--- config.mk ---
export PLATFORM = sky130hd
export DESIGN_NAME = instr_issuer
export DESIGN_NICKNAME = d
export VERILOG_FILES = /design/src/rtl/instr_issuer_pkg.sv /design/src/rtl/issue_wdog.sv /design/src/rtl/instr_issuer.sv
export SDC_FILE = /design/constraint.sdc
export NUM_CORES = 1
export LEC_CHECK = 0
export CAP_MARGIN = 20
export CORE_ASPECT_RATIO = 0.7
export CORE_MARGIN = 1
export CORE_UTILIZATION = 54
export CTS_BUF_LIST = sky130_fd_sc_hd__clkbuf_2 sky130_fd_sc_hd__clkbuf_4 sky130_fd_sc_hd__clkbuf_8
export CTS_CLUSTER_SIZE = 28
export DETAILED_ROUTE_END_ITERATION = 6
export DONT_BUFFER_PORTS = 1
export GPL_ROUTABILITY_DRIVEN = 0
export GPL_TIMING_DRIVEN = 0
export PLACE_DENSITY = 0.69
export REMOVE_ABC_BUFFERS = 1
export SLEW_MARGIN = 30
export SYNTH_ARGS = -nofsm -noshare
export SYNTH_HDL_FRONTEND = slang
export SYNTH_SLANG_ARGS = --single-unit
export TNS_END_PERCENT = 1
--- constraint.sdc ---
create_clock -name clk -period 3.99 [get_ports clk]
set_input_delay 0.399 -clock clk [delete_from_list [all_inputs] [get_ports clk]]
set_output_delay 0.399 -clock clk [all_outputs]
set_load 0.05 [all_outputs]
--- src/rtl/instr_issuer_pkg.sv ---
// Shared types and constants for the instruction issuer: state encoding,
// HALT opcode and the IR field positions used by the decoder.
package instr_issuer_pkg;

    typedef enum logic [2:0] {
        IDLE      = 3'd0,
        FETCH     = 3'd1,
        LATCH     = 3'd2,
        ISSUE     = 3'd3,
        WAIT_ACK  = 3'd4,
        WAIT_DONE = 3'd5,
        HALTED    = 3'd6,
        ERR       = 3'd7
    } issuer_state_t;

    localparam logic [2:0] OPC_HALT = 3'b111;
    localparam int         OPC_MSB  = 15;
    localparam int         OPC_LSB  = 13;
    localparam int         OP_MSB   = 12;
    localparam int         OP_LSB   = 11;

    function automatic logic is_halt(input logic [15:0] instr);
        return (instr[OPC_MSB:OPC_LSB] == OPC_HALT);
    endfunction

endpackage

--- src/rtl/issue_wdog.sv ---
// Hang watchdog: counts cycles while enabled, flags the terminal count on the
// DEPTH-th consecutive enabled cycle; clear has priority.
module issue_wdog #(
    parameter int DEPTH = 64
) (
    input  logic clk,
    input  logic rst,
    input  logic clear,
    input  logic enable,
    output logic tc
);
    localparam int            CW   = (DEPTH > 1) ? $clog2(DEPTH) : 1;
    localparam logic [CW-1:0] LAST = CW'(DEPTH - 1);

    logic [CW-1:0] count_r;

    // Saturating up-counter
    always_ff @(posedge clk or posedge rst) begin
        if (rst) begin
            count_r <= '0;
        end else if (clear) begin
            count_r <= '0;
        end else if (enable && (count_r != LAST)) begin
            count_r <= count_r + CW'(1);
        end else begin
            count_r <= count_r;
        end
    end

    assign tc = enable && (count_r == LAST);

endmodule

--- src/rtl/instr_issuer.sv ---
// Instruction issuer: fetches from a synchronous memory at pc, latches the IR
// and runs the s/w start handshake with the controller, with HALT and a watchdog.
module instr_issuer
    import instr_issuer_pkg::*;
#(
    parameter int                ADDR_W      = 8,
    parameter logic [ADDR_W-1:0] START_ADDR  = '0,
    parameter int                WDOG_CYCLES = 64
) (
    input  logic              clk,
    input  logic              reset,
    input  logic              run,
    input  logic              stop,
    output logic [ADDR_W-1:0] mem_addr,
    output logic              mem_rd,
    input  logic [15:0]       mem_rdata,
    output logic [15:0]       ir,
    output logic              s,
    input  logic              w,
    output logic [ADDR_W-1:0] pc,
    output logic              busy,
    output logic              halted,
    output logic              err,
    output logic [15:0]       issued_cnt
);
    issuer_state_t     state_r, next_state_s;
    logic [ADDR_W-1:0] pc_r;
    logic [15:0]       ir_r;
    logic [15:0]       cnt_r;
    logic              stop_lat_r;
    logic              s_r;
    logic              complete_s;
    logic              finish_s;
    logic              wdog_en_s;
    logic              wdog_clear_s;
    logic              wdog_tc_s;

    // run=0 mid-instruction acts like stop; both only matter at completion
    assign finish_s     = stop_lat_r | stop | ~run;
    assign wdog_en_s    = (state_r == WAIT_DONE);
    assign wdog_clear_s = ~wdog_en_s | w;

    issue_wdog #(.DEPTH(WDOG_CYCLES)) u_wdog (
        .clk    (clk),
        .rst    (reset),
        .clear  (wdog_clear_s),
        .enable (wdog_en_s),
        .tc     (wdog_tc_s)
    );

    // Next-state and instruction-completion decode
    always_comb begin
        next_state_s = state_r;
        complete_s   = 1'b0;
        case (state_r)
            IDLE:      next_state_s = run ? FETCH : IDLE;
            FETCH:     next_state_s = LATCH;
            LATCH:     next_state_s = is_halt(mem_rdata) ? HALTED : ISSUE;
            ISSUE:     next_state_s = s_r ? WAIT_ACK : ISSUE;
            WAIT_ACK: begin
                if (w) begin
                    complete_s   = 1'b1;
                    next_state_s = finish_s ? IDLE : FETCH;
                end else begin
                    next_state_s = WAIT_DONE;
                end
            end
            WAIT_DONE: begin
                if (w) begin
                    complete_s   = 1'b1;
                    next_state_s = finish_s ? IDLE : FETCH;
                end else if (wdog_tc_s) begin
                    next_state_s = ERR;
                end else begin
                    next_state_s = WAIT_DONE;
                end
            end
            HALTED:    next_state_s = run ? HALTED : IDLE;
            ERR:       next_state_s = ERR;
            default:   next_state_s = IDLE;
        endcase
    end

    // State register
    always_ff @(posedge clk or posedge reset) begin
        if (reset) begin
            state_r <= IDLE;
        end else begin
            state_r <= next_state_s;
        end
    end

    // PC, IR, completion counter, stop latch and the registered start pulse.
    // s is raised for the ISSUE cycle only when w was high at the entering edge.
    always_ff @(posedge clk or posedge reset) begin
        if (reset) begin
            pc_r       <= START_ADDR;
            ir_r       <= 16'h0000;
            cnt_r      <= 16'h0000;
            stop_lat_r <= 1'b0;
            s_r        <= 1'b0;
        end else begin
            if (complete_s) begin
                pc_r <= pc_r + ADDR_W'(1);
            end else if ((state_r == HALTED) && !run) begin
                pc_r <= START_ADDR;
            end else begin
                pc_r <= pc_r;
            end
            if ((state_r == LATCH) && !is_halt(mem_rdata)) begin
                ir_r <= mem_rdata;
            end else begin
                ir_r <= ir_r;
            end
            if (complete_s) begin
                cnt_r <= cnt_r + 16'd1;
            end else begin
                cnt_r <= cnt_r;
            end
            if (next_state_s == IDLE) begin
                stop_lat_r <= 1'b0;
            end else if (stop) begin
                stop_lat_r <= 1'b1;
            end else begin
                stop_lat_r <= stop_lat_r;
            end
            s_r <= (next_state_s == ISSUE) && w;
        end
    end

    assign mem_addr   = pc_r;
    assign pc         = pc_r;
    assign mem_rd     = (state_r == FETCH);
    assign ir         = ir_r;
    assign s          = s_r;
    assign busy       = (state_r != IDLE) && (state_r != HALTED) && (state_r != ERR);
    assign halted     = (state_r == HALTED);
    assign err        = (state_r == ERR);
    assign issued_cnt = cnt_r;

endmodule

==> results of run 1 <==
-- routing by layer --
layer | GRT usage [%] | vias to the layer above | share of wire, %
met4 | 6.89 | 0 | 0.97
met2 | 31.9 | 53 | 46
met3 | 7.20 | 5 | 6.7
met5 | 0 | - | 0
met1 | 26.7 | 737 | 46
li1 | - | 702 | -
-- synth_stat cells --
| cell | number |
|---|---|
| sky130_fd_sc_hd__a311oi_1 | 1 |
| sky130_fd_sc_hd__mux2i_1 | 4 |
| sky130_fd_sc_hd__o41a_1 | 1 |
| sky130_fd_sc_hd__nand2_1 | 16 |
| sky130_fd_sc_hd__and3_1 | 6 |
| sky130_fd_sc_hd__o22a_1 | 3 |
| sky130_fd_sc_hd__mux2_2 | 6 |
| sky130_fd_sc_hd__and4_1 | 1 |
| sky130_fd_sc_hd__nor2b_2 | 1 |
| sky130_fd_sc_hd__a21oi_1 | 4 |
| sky130_fd_sc_hd__nand3_1 | 7 |
| sky130_fd_sc_hd__o211ai_1 | 1 |
| sky130_fd_sc_hd__and4bb_2 | 1 |
| sky130_fd_sc_hd__nor2_1 | 11 |
| sky130_fd_sc_hd__nand4b_1 | 1 |
| sky130_fd_sc_hd__and3b_1 | 1 |
| sky130_fd_sc_hd__nor3_1 | 3 |
| sky130_fd_sc_hd__a31oi_1 | 4 |
| sky130_fd_sc_hd__inv_1 | 5 |
| sky130_fd_sc_hd__buf_4 | 8 |
| sky130_fd_sc_hd__and2_1 | 1 |
| sky130_fd_sc_hd__dfrtp_1 | 51 |
| sky130_fd_sc_hd__a31o_1 | 1 |
| sky130_fd_sc_hd__nand2b_1 | 3 |
| sky130_fd_sc_hd__mux2_1 | 7 |
| sky130_fd_sc_hd__buf_6 | 3 |
| sky130_fd_sc_hd__nand4_1 | 9 |
| sky130_fd_sc_hd__xnor2_1 | 17 |
| sky130_fd_sc_hd__nor3b_2 | 1 |
| sky130_fd_sc_hd__o22ai_1 | 2 |
| sky130_fd_sc_hd__a311o_2 | 1 |
| sky130_fd_sc_hd__ha_1 | 3 |
| sky130_fd_sc_hd__nor4_1 | 1 |
| sky130_fd_sc_hd__or2_2 | 2 |
| sky130_fd_sc_hd__o21ai_0 | 7 |
| sky130_fd_sc_hd__nand2b_4 | 1 |
| sky130_fd_sc_hd__buf_2 | 3 |
| sky130_fd_sc_hd__nor3_2 | 1 |
| sky130_fd_sc_hd__or3b_1 | 1 |
| sky130_fd_sc_hd__nand3b_2 | 1 |
| sky130_fd_sc_hd__xor2_1 | 4 |
-- critical path, delay by kind of cell (launching register included) --
kind / cells / cell delay [ns]
and+or+nand+nor: 2 / 1.13
muxes: 1 / 0.41
DFF: 1 / 0.61
-- layout by cell type (no fill, tap or decap), types with 2 or more instances in the layout --
cell type	instances
sky130_fd_sc_hd__or2_2	2
sky130_fd_sc_hd__dfrtp_2	2
sky130_fd_sc_hd__inv_1	4
sky130_fd_sc_hd__nand2b_1	3
sky130_fd_sc_hd__nand2_1	16
sky130_fd_sc_hd__mux2_1	7
sky130_fd_sc_hd__mux2_2	6
sky130_fd_sc_hd__a31oi_1	4
sky130_fd_sc_hd__and3_1	6
sky130_fd_sc_hd__clkbuf_8	6
sky130_fd_sc_hd__ha_1	3
sky130_fd_sc_hd__o21ai_0	7
sky130_fd_sc_hd__nand3_1	7
sky130_fd_sc_hd__a21oi_1	3
sky130_fd_sc_hd__mux2i_1	4
sky130_fd_sc_hd__dfrtp_1	49
sky130_fd_sc_hd__nor3_2	2
sky130_fd_sc_hd__xnor2_1	17
sky130_fd_sc_hd__nand4_1	9
sky130_fd_sc_hd__nor2_1	11
sky130_fd_sc_hd__xor2_1	4
sky130_fd_sc_hd__nor3_1	2
sky130_fd_sc_hd__o22a_1	3
sky130_fd_sc_hd__o22ai_1	2
-- power breakdown --
| part | switching (mW) | internal, mW | leakage, nW |
|---|---|---|---|
| sequential | 0.576 | 0.637 | 0.648 |
| clock | 0.165 | 0.149 | 0.0519 |
| combinational | 0.222 | 0.179 | 0.377 |
| total | 0.962 | 0.966 | 1.08 |
-- final cells by class --
type                       instances  share of cell area, %
sequential                        51                   52.4
multi-input combinational        135                   40.0
clock buffer                       7                   3.69
tap                               52                   2.67
inverter                           5                  0.872
clock inverter                     1                  0.359
-- sequential cells by signal, indices dropped and copies added (netlist names) --
name            count
ir                 16
issued_cnt         16
mem_addr            8
u_wdog.count_r      6
state_r             3
s                   1
stop_lat_r          1
-- cells by family (layout without fill, tap and decap cells) --
kind of cell | after synthesis | after routing
xor gates and xnor gates | 21 | 21
and+or+nand+nor | 69 | 69
AOI/OAI and AO/OA | 25 | 25
DFF | 51 | 51
buffers and inverters | 19 | 13
adders and majority gates | 3 | 3
muxes | 17 | 17
-- worst paths after layout --
path / startpoint / end / slack, ns / depth (start not counted)
hold / removal: reset / mem_addr[5] / 0.04 / 1
setup / recovery: state_r[1] / ir[0] / 1.72 / 3
hold reg to reg: u_wdog.count_r[2] / u_wdog.count_r[2] / 0.51 / 1
min in group clk: mem_rdata[1] / ir[1] / 0.23 / 1
setup reg to reg: state_r[1] / ir[0] / 1.72 / 3
max in group asynchronous: reset / mem_addr[3] / 3.50 / 1
-- metrics by stage --
| stage | hold slack (ns) | instances | util [%] |
|---|---|---|---|
| finish | 0.0357 | 251 | 60.0 |
| global route | 0.0804 | 251 | 60.0 |
| CTS | 0.0592 | 251 | 60.0 |
| detailed placement | 0.394 | 243 | 57.5 |
| global placement | 0.486 | 243 | 57.2 |
| floorplan | 0.463 | 191 | - |
==> flow_results.org, run 1 <==
** Synthesis
- Library cell with the largest summed area after synthesis :: sky130_fd_sc_hd__dfrtp_1
- Proportion of synthesized chip area in sequential cells :: 53.8%
- #FFs+latches synth :: 51
- The mapped netlist covers 2370 um2.
- Number of library cell types mapped by synthesis :: 41
- Area share of xor/xnor cells in the synthesized design :: 7.76%
- Share of synthesized cell area in and, or, nand and nor gates :: 16.6%
- Multiplexer cells account for 7.86% of the synthesized area.
- Fraction of synthesized cell area taken by the top area cell type :: 53.8%
- Fraction of the mapped netlist area in compound gates :: 7.02%
- Of the total synthesized cell area, the portion taken by full adders, half adders and majority gates is 1.58%.
- During synthesis, Yosys emitted a total of 0 warnings.
- Main combinational cell family by area after synthesis :: simple AND/OR/NAND/NOR gates
- Per-instance average area after synthesis :: 11.6 um2
- Synthesized instance count :: 205
- Area contributors post-synth :: sky130_fd_sc_hd__dfrtp_1 54%, sky130_fd_sc_hd__xnor2_1 6.3%, sky130_fd_sc_hd__mux2_1 3.3%

** Clock network
- Clock latency on the worst-skew pair, taken at its later pin, is 0.30 ns.
- CTS saw 51 sinks.
- CTS placed an instance of sky130_fd_sc_hd__clkbuf_8 at the clock tree root.
- The number of clock buffers added by TritonCTS is 5.
- Number of levels in the clock H-tree :: 2
- Clock-pin slew was measured on the worst setup and hold paths at 0.09 ns.
- Once the clock tree was built, the setup fixing pass inserted 0 buffers.
- Clock Tree Buf Depth :: 2
- Clock tree from TritonCTS :: yes
- CTS hold repair buffers :: 0
- Once the clock tree was built, the resizer swapped 0 gates to a different size.

** Power
- The analysis attributes to cell leakage a power of 1.08 nW.
- IR analysis of the VDD net gives a maximum drop of 0.000615 V.
- Pwr dens :: 790 nW/um2
- Summing internal, switching and leakage power gives 1.93 mW.

** Worst setup path
- The slowest stage of the critical path is the sky130_fd_sc_hd__nor2b_2 cell.
- The worst setup path is launched from a flop.
- Of all nets on the critical path, the largest fanout is 17.
- At the worst endpoint, the required time is 4.17 ns.
- Crit-path cells :: or3b_1, nor2b_2, mux2_1
- Type of element capturing the critical path :: flop
- For the worst setup path, the data arrival time is 2.45 ns.
- On the worst path, the slowest cell contributes a delay of 0.67 ns.
- Worst setup path category :: reg -> reg

** Run status
- Status :: completed

** Timing
- Post-layout minimum cycle time :: 2.27 ns
- The final hold violation count is 0.
- Across all setup checks in the final design, the least slack found is 1.72 ns.
- Endpoints failing setup :: 0
- Max-Slew Margin vs Limit :: 34.1%
- Post-route clock period utilization :: 57.0%
- Based on the critical path, the design can be clocked at up to 440 MHz.
- The number of pins with negative max-slew slack in the final report is 0.
- Adding up every negative setup slack in the final design gives 0 ns.
- Clock skew on the completed layout was measured at 0.0100 ns.
- RSZ-0062 raised after global routing :: no
- Worst Tran Pin Value :: 0.989 ns

** Finish
- Area growth syn-to-layout :: 2.90%
- The layout has 324 filler cells.
- At the end of the flow, the number of nets in the layout was 222.
- Ratio of cells with drive above 1 in the final layout :: 14.1%
- In the final layout, the multi-input gates occupy 976 um2.
- Non-Filler Cell Area, Final :: 2440 um2
- 0 antenna diodes ended up in the layout.
- Registers take 1280 um2.

** Global routing
- Global routing used 20.5% of the available tracks.
- The via count of the first global-routing pass came to 1,471.
- Global-route wire length before repair :: 7070 um
- After global routing the overflow that remains totals 0.
- Largest net degree at the start of global routing :: 52
- Number of antenna violations at the first check in global routing :: 0

** Routing
- The detail route stage leaves a number of antenna-violating nets equal to 0.
- Via total after detailed routing :: 1,497
- Overall routed net length :: 4330 um
- In the final routed layout, each cell accounts on average for 17.2 um.
- Using the TritonRoute via totals, the vias-per-cell ratio works out to 5.96.
- For this block, the initial DRC count from the detailed router was 46.
- After detailed routing, the number of remaining DRC violations is 0.
- First-pass iteration count of the detailed router :: 4

** Die
- The floorplan has 19 rows.
- The die is 57.4 um tall.
- Number of top-level design ports :: 74
- Area of the core :: 4070 um2
- Initial Util :: 58.3%
- The die is 81.2 um wide.
- The floorplan step defined a die boundary enclosing 4660 um2.

** Worst hold path
- The tightest min-delay check is of the in -> async type.

** Place
- Pre-CTS setup slack :: 1.73 ns
- Half-perimeter wire length of the detailed placement result :: 3080 um
- Count of buffers from port buffering :: 0
- Placement-stage cell area :: 2340 um2

** Run
- Across the run, the number of max-cap violations was 0.
Note: power is estimated with default switching activity, not from simulation.
==> inputs of run 2 (changes only) <==
==> constraint.sdc (replaced) <==
create_clock -name clk -period 2.35 [get_ports clk]
set_input_delay 0.235 -clock clk [delete_from_list [all_inputs] [get_ports clk]]
set_output_delay 0.235 -clock clk [all_outputs]
set_load 0.05 [all_outputs]
==> run 2 against run 1 <==
  * Count of clock-buffer cells in the layout is the same
  * Worst hold slack gained 0.035 ns
  * Routed wire length grew 0.58%
  * Clock skew is essentially flat
  * Cell area grew 0.62%
  * Power grew 70%
  * Critical path type unchanged
  * Combinational power grew 72%
  * Non-clock buffer count grew 1
==> flow_results.org, run 2 (synthesis results as in run 1) <==
** Run status
- Status :: completed

** Power
- Post-route total power :: 3.28 mW (+70%)
- Net switching power of the design :: 1.64 mW (+70%)
- Worst IR Drop VDD :: 0.00105 V (+70%)
- Relative contribution of the clock network to total power :: 16.2% (about the same)
- The design internal power is 1.64 mW (+70%).
- Switching Fraction :: 49.9% (about the same)
- Pwr dens :: 1340 nW/um2 (+69%)
- The sequential share of power is 62.8% (about the same).
- The leakage power total was 1.09 nW (+0.99%).
- The logic gate share of total power is 21.0% (+0.2 points).

** Timing
- The slew of the pin with the lowest slew margin is 0.989 ns (-0.000000119 ns).
- Endpoints failing setup :: 0 (unchanged)
- Max-Slew Margin vs Limit :: 34.1% (unchanged)
- RSZ-0062 raised after global routing :: no
- The final hold violation count came to 0 (unchanged).
- The timing-limited maximum frequency is 489 MHz (+11%).
- Post-layout minimum cycle time :: 2.04 ns (-0.229 ns)
- The number of pins with negative max-slew slack in the final report was 0 (unchanged).
- The share of the cycle needed by the critical path after routing is 87.0% (+30 points).
- The setup TNS is 0 ns (unchanged).
- Final setup margin :: 0.306 ns (-1.41 ns)
- The setup skew after layout is 0.00968 ns (-0.000361 ns).

** Worst setup path
- Start point of the critical path :: state_r[1]
- The register-to-register setup slack came to 0.31 ns (-1.41 ns).
- Worst path required time :: 2.53 ns (-1.64 ns)
- STA classifies the critical path endpoint as a flop.
- The startpoint identified for the worst register-to-register timing path is state_r[1].
- Worst setup path category :: reg -> reg
- The endpoint identified for the worst register-to-register timing path is ir[0].
- The number of cells on the worst reg-to-reg path was 3 (unchanged).
- The biggest fanout along the worst timing path came to 17 (unchanged).
- STA classifies the critical path startpoint as a flop.
- Critical path data arrival time :: 2.23 ns (-0.22 ns)
- The most critical setup path has its endpoint at ir[0].

** Global routing
- Remaining Overflow, GRT :: 0 (unchanged)
- Global-route wire length before repair :: 7110 um (+0.59%)
- The aggregate global-route resource usage is 20.6% (+0.14 points).
- The via count of the first global-routing pass is 1,483 (+0.82%).
- Number of antenna violations at the first check in global routing :: 0 (unchanged)
- Largest net degree at the start of global routing :: 52 (unchanged)

** Finish
- Most common cell after layout, fill and taps aside :: sky130_fd_sc_hd__dfrtp_1
- Final #Nets :: 223 (+0.45%)
- The multi-input gate area in the final layout came to 981 um2 (+0.51%).
- Area growth syn-to-layout :: 3.54%
- The number of diodes added for antenna fixing came to 0 (unchanged).
- The library cells used most frequently in the layout, excluding fill and tap cells, are 49 x sky130_fd_sc_hd__dfrtp_1, 17 x sky130_fd_sc_hd__xnor2_1, 16 x sky130_fd_sc_hd__nand2_1.
- The ratio of cells with drive above 1 in the final layout was 14.0% (-0.070 points).
- Area taken by flip-flops and latches :: 1280 um2 (unchanged)
- The utilization after layout came to 60.4% (+0.37 points).
- The number of fill cells in the layout was 322 (-0.62%).

** Clock network
- CTS placed an instance of sky130_fd_sc_hd__clkbuf_8 at the clock tree root.
- The latest clock arrival within the worst-skew pair was 0.30 ns (about the same).
- Number of levels in the clock H-tree :: 2 (unchanged)
- The post-CTS setup-driven buffer insertion count was 0 (unchanged).
- Clock transition time at the flip-flop clock pins of the worst setup and hold paths :: 0.09 ns (about the same)
- TritonCTS Sinks :: 51 (unchanged)
- The total clock buffers created by CTS is 5 (unchanged).
- Clock Tree Buf Depth :: 2 (unchanged)
- TritonCTS built the clock tree.

** Routing
- Iter 0 DRT Violations :: 73 (+59%)
- The number of nets with antenna violations after detailed routing came to 0 (unchanged).
- Post-detailed-route DRC marker count :: 0 (unchanged)
- First-pass iteration count of the detailed router :: 6 (+2)
- The wire length per cell after detailed routing was 17.3 um (+0.18%).
- The total routed wirelength was 4350 um (+0.58%).
- The overall via count from detail_route was 1,510 (+0.87%).
- The via-per-instance ratio came to 5.99 (+0.47%).

** Die
- The width of the die came to 81.2 um (unchanged).
- The total I/O pin count was 74 (unchanged).
- Die area :: 4660 um2 (unchanged)
- The vertical die dimension was 57.4 um (unchanged).
- The starting utilization of the core area is 58.3% (unchanged).
- Area of the core :: 4070 um2 (unchanged)
- The number of standard-cell rows in the floorplan came to 19 (unchanged).

** Worst hold path
- The min-delay analysis places its worst path in the category in -> reg.
- Counting instances, the worst hold path has a depth of 1.

** Place
- Pre-CTS setup slack :: 0.0876 ns (-1.64 ns)
- The HPWL reported at the end of detailed placement came to 3080 um (unchanged).
- The count of buffers inserted at the top-level ports is 0 (unchanged).

** Run
- Number of maximum-capacitance constraint violations :: 0 (unchanged)
==> run 2: through the flow <==
stage               instance area (um2)  instances  hold WS (ns)
floorplan                          2260        191         0.370
detailed placement                 2340        243         0.230
global route                       2450        252        0.0520
finish                             2450        252        0.0703
global placement                   2330        243         0.371
CTS                                2450        252        0.0609
==> run 2: metal layers <==
layer  track usage [%]  share of wire, %
met1              26.7                45
met2              32.4                47
met3              7.20               6.6
met4              6.89              0.97
met5                 0                 0
==> run 2: layout make-up <==
cell class / instances / area share, %
multi-input combinational: 135 / 40.0
tap: 52 / 2.65
inverter: 5 / 0.866
clock buffer: 7 / 3.67
clock inverter: 1 / 0.357
sequential: 51 / 52.1
timing repair buffer: 1 / 0.408
==> run 2: critical path, cell delays in order (launching register included) <==
cell and delay (ns):
sky130_fd_sc_hd__dfrtp_1 0.61, sky130_fd_sc_hd__or3b_1 0.49, sky130_fd_sc_hd__nor2b_4 0.43, sky130_fd_sc_hd__mux2_1 0.39
==> run 2: how the worst min path moves through the flow <==
stage	start	end	slack [ns]
floorplan	mem_rdata[0]	ir[0]	0.37
global placement	mem_rdata[0]	ir[0]	0.37
detailed placement	reset	ir[10]	0.23
CTS	mem_rdata[2]	ir[2]	0.06
global route	mem_rdata[2]	ir[2]	0.05
finish	mem_rdata[2]	ir[2]	0.07
==> run 2: power groups by stage <==
stage          sequential (mW)  clock (mW)  combinational, mW
2_1_floorplan             2.00           0              0.582
3_3_place_gp              2.06           0              0.645
3_5_place_dp              2.08           0              0.689
4_1_cts                   2.06       0.545              0.689
5_1_grt                   2.10       0.589              0.762
6_report                  2.06       0.531              0.690
==> run 2: timing repair <==
item	CTS	global route
hold endpoints to repair	51	0
hold buffers	1	0
endpoints found under the setup margin	0	14
gates resized for setup	0	1
==> inputs of run 3 (changes only) <==
--- a/config.mk
+++ b/config.mk
@@ -6,7 +6,7 @@
 export NUM_CORES = 1
 export LEC_CHECK = 0
 export CAP_MARGIN = 20
-export CORE_ASPECT_RATIO = 0.7
+export CORE_ASPECT_RATIO = 2
 export CORE_MARGIN = 1
 export CORE_UTILIZATION = 54
 export CTS_BUF_LIST = sky130_fd_sc_hd__clkbuf_2 sky130_fd_sc_hd__clkbuf_4 sky130_fd_sc_hd__clkbuf_8
==> run 3 against run 2 <==
  * Power fell by 2.0%
  * Sequential cell count unchanged
  * Clock skew decreased by 0.0062 ns
  * Critical path depth unchanged
  * Sequential share of layout area increased by 0.48 points
  * Combinational power is essentially flat
  * Worst setup slack gained 0.00093 ns
  * Final cell count shrank 0.79%
  * Cell area fell by 0.92%
  * Critical path type unchanged
  * Critical endpoint is now ir[9]
  * Largest cell class unchanged
  * Highest routed layer unchanged
==> flow_results.org, run 3 (synthesis results as in run 1) <==
** Clock network
- The clock sink count was 51 (unchanged).
- Worst-skew pair later-pin latency :: 0.29 ns (about the same)
- Clock Tree Buf Depth :: 2 (unchanged)
- The clock transition at the registers of the reported paths is 0.08 ns (about the same).
- The tree is rooted in a sky130_fd_sc_hd__clkbuf_8.
- Clock tree from TritonCTS :: yes
- Number of levels in the clock H-tree :: 2 (unchanged)
- The total clock buffers created by CTS came to 5 (unchanged).

** Timing
- The share of the cycle needed by the critical path after routing was 87.0% (about the same).
- The worst slew margin relative to its limit came to 32.0% (-2.1 points).
- The time the worst path needs with I/O delays and setup is 2.04 ns (-0.000931 ns).
- The number of pins with negative max-slew slack in the final report is 0 (unchanged).
- Endpoints failing setup :: 0 (unchanged)
- The setup TNS came to 0 ns (unchanged).
- The setup skew after layout was 0.00351 ns (-0.00617 ns).
- Setup repair after global routing left no endpoint under its margin.
- The timing-limited maximum frequency came to 489 MHz (about the same).
- Final hold viol count :: 0 (unchanged)
- The slew of the pin with the lowest slew margin is 1.02 ns (+0.0316 ns).
- The final worst-path setup slack is 0.306 ns (+0.000931 ns).

** Power
- Fraction of power consumed by combinational cells :: 21.5% (+0.5 points)
- Worst IR Drop VDD :: 0.00115 V (+9.8%)
- Switching Fraction :: 50.1% (+0.27 points)
- The design internal power is 1.60 mW (-2.6%).
- The leakage power total is 1.08 nW (-1.0%).
- The clock power share came to 14.4% (-1.8 points).
- Net switching power of the design :: 1.61 mW (-1.5%)
- The sequential share of power was 64.1% (+1.3 points).
- The overall power consumption is 3.21 mW (-2.0%).
- Pwr dens :: 1320 nW/um2 (-1.1%)

** Worst setup path
- The worst setup path is captured at a flop.
- Kind of start point of the critical path :: flop
- Depth of the worst register-to-register path :: 3 (unchanged)
- The worst register-to-register path ends at ir[9].
- Critical path data arrival time :: 2.23 ns (about the same)
- The worst register-to-register path begins at state_r[1].
- The endpoint required time on the critical path is 2.53 ns (about the same).
- By startpoint and endpoint, the worst setup path is classified as reg -> reg.
- Worst-case register-to-register setup slack :: 0.31 ns (about the same)
- Largest fanout of any net on the critical path :: 17 (unchanged)

** Finish
- Final #Nets :: 223 (unchanged)
- The utilization after layout was 58.3% (-2.1 points).
- Ratio of cells with drive above 1 in the final layout :: 13.1% (-0.87 points)
- The multi-input gate area in the final layout came to 981 um2 (unchanged).
- Area growth syn-to-layout :: 2.59%
- In the layout the commonest cells are 49 x sky130_fd_sc_hd__dfrtp_1, 17 x sky130_fd_sc_hd__xnor2_1, 16 x sky130_fd_sc_hd__nand2_1.
- The number of diodes added for antenna fixing came to 0 (unchanged).
- The area occupied by registers was 1280 um2 (unchanged).
- Fillcell total :: 353 (+9.6%)
- Non-Filler Cell Area, Final :: 2430 um2 (-0.92%)
- Most common cell after layout, fill and taps aside :: sky130_fd_sc_hd__dfrtp_1

** Place
- The count of buffers inserted at the top-level ports is 0 (unchanged).
- Placement-stage cell area :: 2340 um2 (unchanged)
- The HPWL reported at the end of detailed placement is 3280 um (+6.4%).
- Pre-CTS setup slack :: 0.0650 ns (-0.0225 ns)

** Routing
- The overall via count from detail_route is 1,529 (+1.3%).
- Antenna violation net count after detailed routing :: 0 (unchanged)
- The wire length per cell after detailed routing is 17.9 um (+3.7%).
- The first-iteration detailed-routing DRC count came to 15 (-79%).
- Via density per instance :: 6.12 (+2.1%)
- The detailed-route DRC error count came to 0 (unchanged).
- First-pass iteration count of the detailed router :: 4 (-2)
- The total routed wirelength came to 4480 um (+2.9%).

** Global routing
- Number of antenna violations at the first check in global routing :: 0 (unchanged)
- The via count of the first global-routing pass is 1,638 (+10%).
- The aggregate global-route resource usage is 20.7% (+0.043 points).
- The global-route wire length before repair came to 7250 um (+1.9%).
- Largest net degree at the start of global routing :: 52 (unchanged)
- Remaining Overflow, GRT :: 0 (unchanged)

** Die
- Number of top-level design ports :: 74 (unchanged)
- The starting utilization of the core area is 56.9% (-1.5 points).
- Area of the core :: 4170 um2 (+2.6%)
- Die X-Extent :: 48.9 um (-40%)
- Die area :: 4680 um2 (+0.25%)
- The vertical die dimension came to 95.7 um (+67%).
- Row count :: 33 (+14)

** Run
- The max-cap check violation count was 0 (unchanged).

** Worst hold path
- The worst hold path begins at mem_rdata[2].
- Hold crit path type :: in -> reg
- Endpoint of the worst hold-timing path :: ir[2]
- The number of stages on the worst hold path was 1 (unchanged).

** Run status
- The flow ran to the end, and the final reports show no timing, DRC or antenna violations.
## run 3: repair_timing
| item | CTS | global route |
|---|---|---|
| endpoints found under the setup margin | 0 | 15 |
| hold buffers | 1 | 0 |
| gates resized for setup | 0 | 1 |
| hold endpoints to repair | 51 | 0 |
| setup buffers | 0 | 0 |
## run 3: final cells by class
type	count	area share, %
Sequential cell	51	52.6
Multi-Input combinational cell	135	40.3
Clock buffer	6	3.14
Tap cell	52	2.67
Inverter	5	0.874
Timing Repair Buffer	1	0.412
## run 3: how the worst max path moves through the flow
stage,endpoint,from,slack (ns)
global placement,ir[8],state_r[1],0.14
detailed placement,ir[9],state_r[1],0.07
CTS,ir[9],state_r[1],0.05
finish,ir[9],state_r[1],0.31
global route,ir[10],state_r[1],0.18
floorplan,ir[10],state_r[1],0.40
## run 3: metal layers
metal / wire length, um / share of wire [%] / GRT usage [%] / vias up
li1: - / - / - / 698
met1: 1640 / 37 / 20.6 / 760
met2: 2470 / 55 / 39.7 / 61
met3: 283 / 6.3 / 5.37 / 10
met4: 82 / 1.8 / 8.58 / 0
met5: 0 / 0 / 0 / -
## run 3: worst max-delay path, cell delays in order (launching register included)
cell and delay (ns):
sky130_fd_sc_hd__dfrtp_1 0.61, sky130_fd_sc_hd__or3b_1 0.50, sky130_fd_sc_hd__nor2b_4 0.43, sky130_fd_sc_hd__mux2_2 0.39
## run 3: through the flow
stage | std cells | hold slack [ns]
2_1_floorplan | 191 | 0.370
3_3_place_gp | 243 | 0.370
3_5_place_dp | 243 | 0.234
4_1_cts | 250 | 0.0648
5_1_grt | 250 | 0.0592
6_report | 250 | 0.0718
## run 3: power groups by stage
stage / Sequential (mW) / Combinational, mW / Clock (mW)
after floorplan: 2.00 / 0.582 / 0
after global placement: 2.07 / 0.648 / 0
after detailed placement: 2.08 / 0.692 / 0
after CTS: 2.06 / 0.694 / 0.485
after global routing: 2.10 / 0.768 / 0.502
final: 2.06 / 0.692 / 0.461
